$ cat src/rtl/account_arbiter.sv
// Round-robin arbiter that applies deposit/withdrawal transactions from NUM_REQ
// requesters to one shared 64-bit balance. Optional withdrawal cap: `ACCT_LIMIT_EN.
module account_arbiter #(
    parameter int          NUM_REQ      = 4,
    parameter logic [63:0] INIT_BALANCE = 64'h917F_9BED_5ADB_6DFD,
    parameter logic [31:0] MAX_WITHDRAW = 32'd100000
) (
    input  logic                   clock,
    input  logic                   reset,
    input  logic [NUM_REQ-1:0]     req,
    input  logic [NUM_REQ-1:0]     trans_type,
    input  logic [32*NUM_REQ-1:0]  amount,
    output logic [NUM_REQ-1:0]     grant,
    output logic                   done,
    output logic [1:0]             status,
    output logic [63:0]            balance
);
    localparam int IDX_W = $clog2(NUM_REQ);

    localparam logic [1:0] ST_OK    = 2'b00;
    localparam logic [1:0] ST_INSUF = 2'b01;
    localparam logic [1:0] ST_OVF   = 2'b10;
    localparam logic [1:0] ST_LIMIT = 2'b11;

`ifdef ACCT_LIMIT_EN
    localparam bit LIMIT_EN = 1'b1;
`else
    localparam bit LIMIT_EN = 1'b0;
`endif

    typedef enum logic [1:0] {S_IDLE, S_EXEC, S_DONE} state_t;

    state_t             state_q;
    logic [NUM_REQ-1:0] grant_q;
    logic               done_q;
    logic [1:0]         status_q;
    logic [63:0]        balance_q;
    logic [IDX_W-1:0]   rr_q;
    logic [IDX_W-1:0]   win_q;
    logic               type_q;
    logic [31:0]        amt_q;

    logic [31:0]        amt_arr [NUM_REQ];

    genvar gi;
    generate
        for (gi = 0; gi < NUM_REQ; gi++) begin : g_amt
            assign amt_arr[gi] = amount[32*gi +: 32];
        end
    endgenerate

    // First requesting index at or after rr_q, wrapping around.
    logic [IDX_W-1:0] win_d;
    logic [IDX_W-1:0] scan_idx;
    logic             found_d;

    always_comb begin
        win_d    = '0;
        found_d  = 1'b0;
        scan_idx = '0;
        for (int k = 0; k < NUM_REQ; k++) begin
            scan_idx = IDX_W'((int'(rr_q) + k) % NUM_REQ);
            if (!found_d && req[scan_idx]) begin
                found_d = 1'b1;
                win_d   = scan_idx;
            end
        end
    end

    logic [63:0] amt64;
    logic [64:0] sum_d;
    logic        limit_hit;
    logic [63:0] balance_d;
    logic [1:0]  status_d;
    logic [IDX_W-1:0] rr_d;

    always_comb begin
        amt64     = {32'd0, amt_q};
        sum_d     = {1'b0, balance_q} + {1'b0, amt64};
        limit_hit = LIMIT_EN && (amt_q > MAX_WITHDRAW);
        balance_d = balance_q;
        status_d  = ST_OK;
        if (!type_q) begin
            if (sum_d[64]) begin
                status_d = ST_OVF;
            end else begin
                balance_d = sum_d[63:0];
            end
        end else if (limit_hit) begin
            status_d = ST_LIMIT;
        end else if (amt64 > balance_q) begin
            status_d = ST_INSUF;
        end else begin
            balance_d = balance_q - amt64;
        end
    end

    assign rr_d = (win_q == IDX_W'(NUM_REQ - 1)) ? '0 : win_q + 1'b1;

    always_ff @(posedge clock) begin
        if (reset) begin
            state_q   <= S_IDLE;
            grant_q   <= '0;
            done_q    <= 1'b0;
            status_q  <= ST_OK;
            balance_q <= INIT_BALANCE;
            rr_q      <= '0;
            win_q     <= '0;
            type_q    <= 1'b0;
            amt_q     <= '0;
        end else begin
            case (state_q)
                S_IDLE: begin
                    if (found_d) begin
                        type_q  <= trans_type[win_d];
                        amt_q   <= amt_arr[win_d];
                        win_q   <= win_d;
                        grant_q <= {{(NUM_REQ-1){1'b0}}, 1'b1} << win_d;
                        state_q <= S_EXEC;
                    end
                end
                S_EXEC: begin
                    balance_q <= balance_d;
                    status_q  <= status_d;
                    done_q    <= 1'b1;
                    state_q   <= S_DONE;
                end
                S_DONE: begin
                    grant_q <= '0;
                    done_q  <= 1'b0;
                    rr_q    <= rr_d;
                    state_q <= S_IDLE;
                end
                default: begin
                    grant_q <= '0;
                    done_q  <= 1'b0;
                    state_q <= S_IDLE;
                end
            endcase
        end
    end

    assign grant   = grant_q;
    assign done    = done_q;
    assign status  = status_q;
    assign balance = balance_q;

endmodule

$ cat config.mk
export PLATFORM = sky130hd
export DESIGN_NAME = account_arbiter
export DESIGN_NICKNAME = d
export VERILOG_FILES = /design/src/rtl/account_arbiter.sv
export SDC_FILE = /design/constraint.sdc
export NUM_CORES = 1
export LEC_CHECK = 0
export ABC_CLOCK_PERIOD_IN_PS = 5200
export BUFFER_PORTS_ARGS = -buffer_cell sky130_fd_sc_hd__buf_2
export CAP_MARGIN = 10
export CORE_MARGIN = 10
export CORE_UTILIZATION = 35
export DETAILED_ROUTE_END_ITERATION = 8
export PLACE_DENSITY = 0.52
export SETUP_SLACK_MARGIN = 0.1
export SLEW_MARGIN = 15
export SYNTH_ARGS = -nofsm -noshare
export SYNTH_HDL_FRONTEND = slang
export SYNTH_SLANG_ARGS = --single-unit
$ cat constraint.sdc
create_clock -name clock -period 5.2 [get_ports clock]
set_clock_uncertainty 0.2 [all_clocks]
set_input_delay 0.26 -clock clock [delete_from_list [all_inputs] [get_ports clock]]
set_output_delay 0.26 -clock clock [all_outputs]
set_load 0.005 [all_outputs]
==> results of run 1 <==
## sequential cells by signal, summed over array words and instances (netlist names)
name     flops
state_q      2
balance     64
grant        4
done         1
win_q        2
status       2
rr_q         2
type_q       1
amt_q       32
## final timing paths
kind | endpoint | slack (ns) | cells after the start
min | amt_q[9] | 0.07 | 5
max reg2reg | balance[59] | 0.93 | 13
min reg2reg | win_q[1] | 0.27 | 2
max | balance[59] | 0.93 | 13
## cell usage in the layout (no fill, tap or decap), types with 6 or more instances in the layout
master,n
a21oi_1,133
a22oi_1,10
o31ai_1,22
ha_1,65
nor2_1,110
xnor2_1,30
nand4_1,16
o211ai_1,30
a211oi_1,14
and3_1,12
a21o_1,21
a31oi_1,16
buf_4,21
nand2_1,257
inv_1,68
or3_1,22
nand3_1,136
o21a_1,8
nor3_1,34
buf_2,207
o21ai_0,53
dfxtp_1,109
nand2b_1,14
or2_2,6
clkbuf_16,9
a31o_2,6
mux2i_1,10
nor4_1,25
or4_1,11
and2_1,6
nor2b_1,24
o21bai_1,10
## worst min-delay path, delay by kind of cell
family	cells	cell delay, ns
buffers and inverters	1	0.09
AOI/OAI and AO/OA	1	0.05
and+or+nand+nor	3	0.19
## kinds of logic (layout without fill, tap and decap cells)
group                      after synthesis  in the layout
and+or+nand+nor                        688            688
AOI/OAI and AO/OA                      374            374
buffers and inverters                  169            314
DFF                                    110            110
adders and majority gates               67             67
xor gates and xnor gates                32             32
muxes                                   14             14
## metal layers
layer | share of wire | vias up | track usage | routed length [µm]
li1 | - | 5451 | - | -
met1 | 0.45 | 5122 | 0.2677 | 17040
met2 | 0.44 | 490 | 0.3242 | 16540
met3 | 0.092 | 55 | 0.05798 | 3480
met4 | 0.024 | 0 | 0.06369 | 905
met5 | 0 | - | 0 | 0
## final cells by class
type	instances	area [µm²]	area share
clock buffer	10	239.0	0.02104
clock inverter	6	52.55	0.004627
inverter	70	262.8	0.02314
multi-input combinational	1175	6933	0.6104
sequential	110	2203	0.1940
tap	378	473.0	0.04164
timing repair buffer	228	1194	0.1051
## per-stage QoR
| stage | setup slack, ns | hold WS (ns) |
|---|---|---|
| finish | 0.9343 | 0.07167 |
| global route | 0.6483 | 0.09800 |
| CTS | 0.9444 | 0.06618 |
| detailed placement | 0.9737 | 0.2597 |
| global placement | 1.108 | 0.2576 |
| floorplan | 1.602 | 0.2400 |
## power groups by stage
stage,logic [mW],registers [mW],clock network [mW]
final,1.53,0.998,0.714
after global routing,1.70,1.01,0.760
after CTS,1.52,1.00,0.730
after detailed placement,1.51,1.02,0
after global placement,1.52,1.02,0
after floorplan,1.08,0.996,0
==> impl_metrics.json, run 1 <==
{
  "synth_nets": 1659,
  "diodes": 0,
  "overflow": 0,
  "drt-pass1-iter-count": 5,
  "fin_crit_ns": 4.266,
  "period_share": 0.8203,
  "synth-compound-area-share": 0.2461,
  "drv_slew": 0,
  "rsz0062_at_grt": "false",
  "powerDensity_nw_per_um2": 285.5,
  "slowest_delay_ns": 0.46,
  "max_cap_violations": 0,
  "fp.dieH_um": 187.4,
  "synth_top_cell_by_area": "dfxtp_1",
  "synth-seq-cells": 110,
  "initial_utilization": 0.3539,
  "design_area_um2": 11360,
  "vdd_drop_max_v": 0.0001659,
  "synth_most_common_cell": "nand2_1",
  "setup-tns-final_ns": 0,
  "status": "finished, final reports clean",
  "p_sw_frac": 0.4322,
  "fill_cells": 3084,
  "ant_nets": 0,
  "portBuffers": 208,
  "finalPower_mw": 3.243,
  "synthMuxAreaShare": 0.01480,
  "postSynthAreaPerCell_um2": 6.744,
  "syn-cell-area_um2": 9806,
  "crit_fanout": 52,
  "tightestPinTransition_ns": 1.108,
  "combPwrFrac": 0.472,
  "cts_hold_buffers": 0,
  "p_int_mw": 1.841,
  "numCtsBuffers": 9,
  "finalHoldViolations": 0,
  "final_cell_count_no_fill": 1977,
  "dpl_cell_area_um2": 11070,
  "first_iter_violations": 785,
  "synth_fa_ha_area_frac": 0.08702,
  "clk_path_buf_depth": 2,
  "start_kind": "flip-flop",
  "cts_root_buffer": "clkbuf_16",
  "clk_latency_ns": 0.37,
  "area_growth_pct": 15.82,
  "fin_util": 0.4099,
  "dp.cells": 1961,
  "synth_ff_type": "dfxtp_1",
  "clkPwrFrac": 0.220,
  "end_kind": "flip-flop",
  "synth_xor_area_frac": 0.02858,
  "holdCritStartpoint": "amount[105]",
  "path_cells": "inv_1, ha_1, fa_1, nor2b_1, o211ai_1, a31o_1, nand2_1, o31ai_1, or3_1, a211oi_2, nand2_4, nor4_1, mux2_1",
  "synth_area_leaders": "dfxtp_1 (22%), nand2_1 (9.8%), ha_1 (8.3%), nand3_1 (6.9%), a21oi_1 (6.8%)",
  "drc": 0,
  "dieArea_um2": 35110,
  "final_nets": 1799,
  "synth_top_family_by_area": "simple AND/OR/NAND/NOR gates",
  "syn_inst": 1454,
  "antenna_found_initial": 0,
  "cts_setup_buffers": 0,
  "clock_sinks": 110,
  "yosysSeqAreaShare": 0.2246,
  "grt_pass1_vias": 10850,
  "hpwl_um": 29480,
  "cts_tree": "yes",
  "wl_per_cell_um": 19.21,
  "maxSlewHeadroom": 0.2608,
  "path_clk_slew_ns": 0.08,
  "pin_count": 209,
  "yosys.area_share.simple": 0.3282,
  "ys_warn_count": 0,
  "power_frac_seq": 0.308,
  "reg2reg_from": "balance[0]",
  "fp-row-count": 61,
  "switchingPower_mw": 1.402,
  "critPathTopFamily": "simple AND/OR/NAND/NOR gates",
  "core_area_um2": 27710,
  "die_w_um": 187.4,
  "synth_enable_flop_cells": 0,
  "worstSetupPathType": "flip-flop to flip-flop",
  "synthTopCellsByCount": "nand2_1 (257), nand3_1 (136), a21oi_1 (133), nor2_1 (111), dfxtp_1 (110)",
  "htree_levels": 3,
  "min_path_type": "primary input to flip-flop",
  "vias": 11120,
  "grt_max_degree": 64,
  "yosys.area.top_type_share": 0.2246,
  "cts_resized": 0,
  "setup_violations": 0,
  "ys_types": 79,
  "critical_path_buf_inv_count": 1,
  "routed_via_density": 5.624,
  "place_congestion": 0.9600,
  "crit_required_ns": 5.25,
  "slowest_stage": "a211oi_2",
  "drive_gt1_frac": 0.1714,
  "leakagePower_nw": 4.650,
  "routed_wl_um": 37970,
  "worstPathArrival_ns": 4.32,
  "async_flop_share": 0,
  "grt_util_all_layers": 0.2064,
  "cp-startpoint": "balance[0]",
  "max_freq_mhz": 234.4,
  "grt_pass1_wl_um": 59830
}
(Power assumes the default switching activity.)
==> inputs of run 2 (changes only) <==
ABC_CLOCK_PERIOD_IN_PS = 3700   (was 5200)
PLACE_DENSITY = 0.54   (was 0.52)
clock period = 3.7 ns   (was 5.2 ns; I/O delays follow)
==> impl_metrics.json, run 2 (synthesized netlist as in run 1, its figures left out) <==
{
  "dp.cells": 2088,
  "htree_levels": 3,
  "path_cells": "buf_6, ha_4, fa_2, nand2b_1, a21oi_2, a221oi_2, o41a_1, a31oi_2, o31ai_2, or4_4, and2_4, buf_12, a31o_4, a21o_1",
  "clock_sinks": 110,
  "crit_required_ns": 3.77,
  "setup_violations": 0,
  "dieArea_um2": 35110,
  "combPwrFrac": 0.519,
  "p_sw_frac": 0.4293,
  "clkPwrFrac": 0.206,
  "routed_via_density": 5.495,
  "critical_path_buf_inv_count": 2,
  "slowest_stage": "or4_4",
  "cts_root_buffer": "clkbuf_16",
  "clk_latency_ns": 0.37,
  "dpl_cell_area_um2": 12030,
  "drt-pass1-iter-count": 7,
  "period_share": 0.9792,
  "final_nets": 1947,
  "powerDensity_nw_per_um2": 389.1,
  "finalHoldViolations": 0,
  "initial_utilization": 0.3539,
  "finalPower_mw": 5.040,
  "rsz0062_at_grt": "true",
  "die_w_um": 187.4,
  "place_congestion": 0.9467,
  "portBuffers": 208,
  "fin_util": 0.4676,
  "largest_reg_flops": 64,
  "maxSlewHeadroom": 0.4649,
  "grt_util_all_layers": 0.2174,
  "antenna_found_initial": 0,
  "vias": 11680,
  "drive_gt1_frac": 0.2753,
  "numCtsBuffers": 9,
  "critPathTopFamily": "compound AO/OA/AOI/OAI gates",
  "overflow": 0,
  "drv_slew": 0,
  "max_cap_violations": 0,
  "final_common_cell": "nand2_1",
  "min_path_type": "primary input to flip-flop",
  "wl_per_cell_um": 19.10,
  "grt_max_degree": 56,
  "worstPathArrival_ns": 3.69,
  "pin_count": 209,
  "fill_cells": 2888,
  "tightestPinTransition_ns": 0.8027,
  "design_area_um2": 12950,
  "start_kind": "flip-flop",
  "worstSetupPathType": "flip-flop to flip-flop",
  "final_cell_mix": "nand2_1 (254), buf_2 (207), buf_4 (151)",
  "area_growth_pct": 32.12,
  "final_cell_count_no_fill": 2125,
  "fin_crit_ns": 3.623,
  "grt_pass1_wl_um": 62800,
  "switchingPower_mw": 2.164,
  "crit_fanout": 13,
  "slowest_delay_ns": 0.64,
  "hpwl_um": 31520,
  "first_iter_violations": 864,
  "fp-row-count": 61,
  "ant_nets": 0,
  "drc": 0,
  "power_frac_seq": 0.275,
  "fp.dieH_um": 187.4,
  "cts_tree": "yes",
  "diodes": 0,
  "leakagePower_nw": 5.446,
  "p_int_mw": 2.876,
  "routed_wl_um": 40590,
  "max_freq_mhz": 276.0,
  "core_area_um2": 27710,
  "status": "finished, final reports clean",
  "vdd_drop_max_v": 0.0002361,
  "path_clk_slew_ns": 0.09,
  "clk_path_buf_depth": 2,
  "grt_pass1_vias": 11480,
  "end_kind": "flip-flop"
}
[run 2: cell count changes in the layout (fill, tap and decap cells not counted), sizes merged]
cell	change
nand2	+2
clkinv	+1
inv	+1
buf	+142
clkinvlp	-1
clkbuf	-1
dlygate4sd3	+4
[run 2: worst register-to-register path, stage by stage (launching register included)]
cell and delay (ns):
dfxtp_2 0.35, buf_6 0.10, ha_4 0.13, fa_2 0.19
nand2b_1 0.07, a21oi_2 0.18, a221oi_2 0.09, o41a_1 0.49
a31oi_2 0.26, o31ai_2 0.10, or4_4 0.64, and2_4 0.22
buf_12 0.15, a31o_4 0.21, a21o_1 0.15
[run 2: area by class of cell]
type                       instances  area, µm²  share of cell area
tap                              378      473.0             0.03651
clock buffer                       9      225.2             0.01738
multi-input combinational       1177       7340              0.5665
sequential                       110       2206              0.1703
clock inverter                     7      73.82            0.005698
timing repair buffer             374       2375              0.1833
inverter                          70      262.8             0.02028
[run 2: power groups by stage]
stage               combinational [mW]  clock (mW)  sequential (mW)
floorplan                         1.52           0             1.40
global route                      2.87        1.10             1.40
global placement                  2.43           0             1.41
detailed placement                2.42           0             1.41
finish                            2.62        1.04             1.39
CTS                               2.49        1.06             1.38
[run 2: timing repair]
item                                   CTS  global route
pin swaps                                9            26
gates resized for setup                 21            78
cloned                                   1             1
hold buffers                             4             0
setup buffers                            6             9
endpoints found under the hold margin    2             0
setup endpoints to repair               58            63
[run 2: worst paths after layout]
kind	from	end	slack [ns]	cells after the start
max	balance[0]	balance[52]	0.08	14
min	amount[79]	amt_q[15]	0.006	5
max reg2reg	balance[0]	balance[52]	0.08	14
min reg2reg	win_q[1]	win_q[1]	0.27	2
[run 2: stage by stage]
| stage | TNS [ns] | setup WS (ns) | hold slack [ns] |
|---|---|---|---|
| detailed placement | -2.165 | -0.1296 | 0.2593 |
| global placement | -1.144 | -0.07690 | 0.2580 |
| global route | -0.1027 | -0.03822 | 0.03163 |
| finish | 0 | 0.07684 | 0.005962 |
| CTS | 0 | 0.1025 | 0.0002404 |
| floorplan | 0 | 0.1018 | 0.2400 |
[run 2: metal layers]
metal  track usage  vias to the layer above  wire (µm)  part of all wire
met5             0                        -          0                 0
met4       0.07077                        0       1249             0.031
met3       0.04232                       81       2575             0.063
met2        0.3488                      456      17950              0.44
met1        0.2861                     5389      18810              0.46
li1              -                     5750          -                 -
==> inputs of run 3 (changes only) <==
BUFFER_PORTS_ARGS = default   (was -buffer_cell sky130_fd_sc_hd__buf_2)
DONT_BUFFER_PORTS = 1   (was default)
PLACE_DENSITY = 0.48   (was 0.54)
SLEW_MARGIN = 20   (was 15)
==> impl_metrics.json, run 3 (synthesized netlist as in run 1, its figures left out) <==
{
  "status": "finished, final reports clean",
  "grt_util_all_layers": 0.2122,
  "diodes": 0,
  "path_cells": "inv_2, ha_4, fa_2, nor2b_2, o211ai_1, a31o_1, nand2_2, o31ai_4, or3_4, a211oi_4, buf_12, nand2_8, buf_4, o21a_1, or3_1",
  "clk_path_buf_depth": 2,
  "start_kind": "flip-flop",
  "first_iter_violations": 985,
  "crit_required_ns": 3.75,
  "numCtsBuffers": 9,
  "clkPwrFrac": 0.198,
  "grt_max_degree": 83,
  "multi_input_area_um2": 7326,
  "r2r_cells": 15,
  "tightestPinTransition_ns": 0.9061,
  "critPathTopFamily": "simple AND/OR/NAND/NOR gates",
  "final_common_cell": "nand2_1",
  "die_w_um": 187.4,
  "drive_gt1_frac": 0.1811,
  "regArea_um2": 2217,
  "clk_latency_ns": 0.37,
  "ant_nets": 0,
  "htree_levels": 3,
  "portBuffers": 0,
  "rsz0062_at_grt": "true",
  "fill_cells": 2840,
  "area_growth_pct": 29.50,
  "largest_reg_flops": 64,
  "vias": 11200,
  "combPwrFrac": 0.530,
  "cts_tree": "yes",
  "fp-row-count": 61,
  "core_area_um2": 27710,
  "end_kind": "flip-flop",
  "slowest_stage": "or3_4",
  "routed_wl_um": 39650,
  "wl_per_cell_um": 19.81,
  "cp.depth": 15,
  "p_int_mw": 2.939,
  "antenna_found_initial": 0,
  "finalHoldViolations": 0,
  "fp.dieH_um": 187.4,
  "p_sw_frac": 0.4200,
  "drt-pass1-iter-count": 5,
  "place_congestion": 0.9923,
  "setup_violations": 0,
  "switchingPower_mw": 2.128,
  "power_frac_seq": 0.272,
  "powerDensity_nw_per_um2": 399.1,
  "leakagePower_nw": 4.957,
  "overflow": 0,
  "fin_crit_ns": 3.579,
  "setup-tns-final_ns": 0,
  "cts_root_buffer": "clkbuf_16",
  "drc": 0,
  "vdd_drop_max_v": 0.0002167,
  "critical_path_buf_inv_count": 3,
  "initial_utilization": 0.3539,
  "worstPathArrival_ns": 3.63,
  "grt_pass1_vias": 10950,
  "period_share": 0.9672,
  "holdWs_ns": 0.01045,
  "max_cap_violations": 0,
  "routed_via_density": 5.599,
  "maxSlewHeadroom": 0.3953,
  "path_clk_slew_ns": 0.08,
  "final_cell_mix": "nand2_1 (255), buf_4 (171), nand3_1 (136)",
  "final_nets": 1823,
  "slowest_delay_ns": 0.40,
  "min_path_type": "primary input to flip-flop",
  "grt_pass1_wl_um": 61520,
  "fin_util": 0.4583,
  "pin_count": 209,
  "crit_fanout": 8,
  "hold_depth": 4,
  "clock_sinks": 110,
  "max_freq_mhz": 279.4,
  "dp_worst_setup_slack_ns": -0.1627,
  "setup_ws_ns": 0.1214,
  "dieArea_um2": 35110,
  "worstSetupPathType": "flip-flop to flip-flop",
  "hpwl_um": 30040,
  "drv_slew": 0
}
==> run 3: power by group through the flow <==
stage          combinational, mW  clock, mW  sequential (mW)
6_report                    2.69       1.00             1.38
5_1_grt                     2.95       1.07             1.39
4_1_cts                     2.55       1.03             1.37
3_5_place_dp                2.38          0             1.40
3_3_place_gp                2.38          0             1.40
2_1_floorplan               1.52          0             1.40
==> run 3: area by class of cell <==
| cell class | instances | area share |
|---|---|---|
| multi-input cells | 1178 | 0.5769 |
| flip-flops and latches | 110 | 0.1746 |
| repair buffers | 249 | 0.1676 |
| well taps | 378 | 0.03725 |
| inverters | 70 | 0.02069 |
| clock buffers | 9 | 0.01774 |
| clock inverters | 7 | 0.005222 |
==> run 3: metrics by stage <==
step                      cell area (µm²)  cells  power, mW
after global placement              11180   1904      3.781
after global routing                12700   2001      5.418
final                               12700   2001      5.067
after floorplan                      9806   1454      2.923
after CTS                           12280   1989      4.949
after detailed placement            11180   1904      3.782
==> run 3: what timing repair did <==
item,in CTS,in global routing
setup buffers,1,10
setup endpoints to repair,62,73
hold buffers,67,0
cloned,1,2
pin swaps,5,21
resized for setup,19,75
endpoints found under the hold margin,80,0
==> run 3: final timing paths <==
path / from / to / slack [ns]
max reg2reg: balance[0] / balance[40] / 0.12
min: amount[124] / amt_q[28] / 0.01
max: balance[0] / balance[40] / 0.12
min reg2reg: amt_q[18] / amt_q[18] / 0.27
==> run 3: layer usage <==
| layer | global-route usage | share of wire | vias to the layer above |
|---|---|---|---|
| li1 | - | - | 5514 |
| met1 | 0.2749 | 0.44 | 5201 |
| met2 | 0.3406 | 0.46 | 432 |
| met3 | 0.05947 | 0.078 | 57 |
| met4 | 0.05046 | 0.019 | 0 |
| met5 | 0 | 0 | - |
==> run 3: tightest hold or removal path, delay by kind of cell <==
kind,cells,cell delay [ns]
compound gates,1,0.08
simple gates,3,0.27
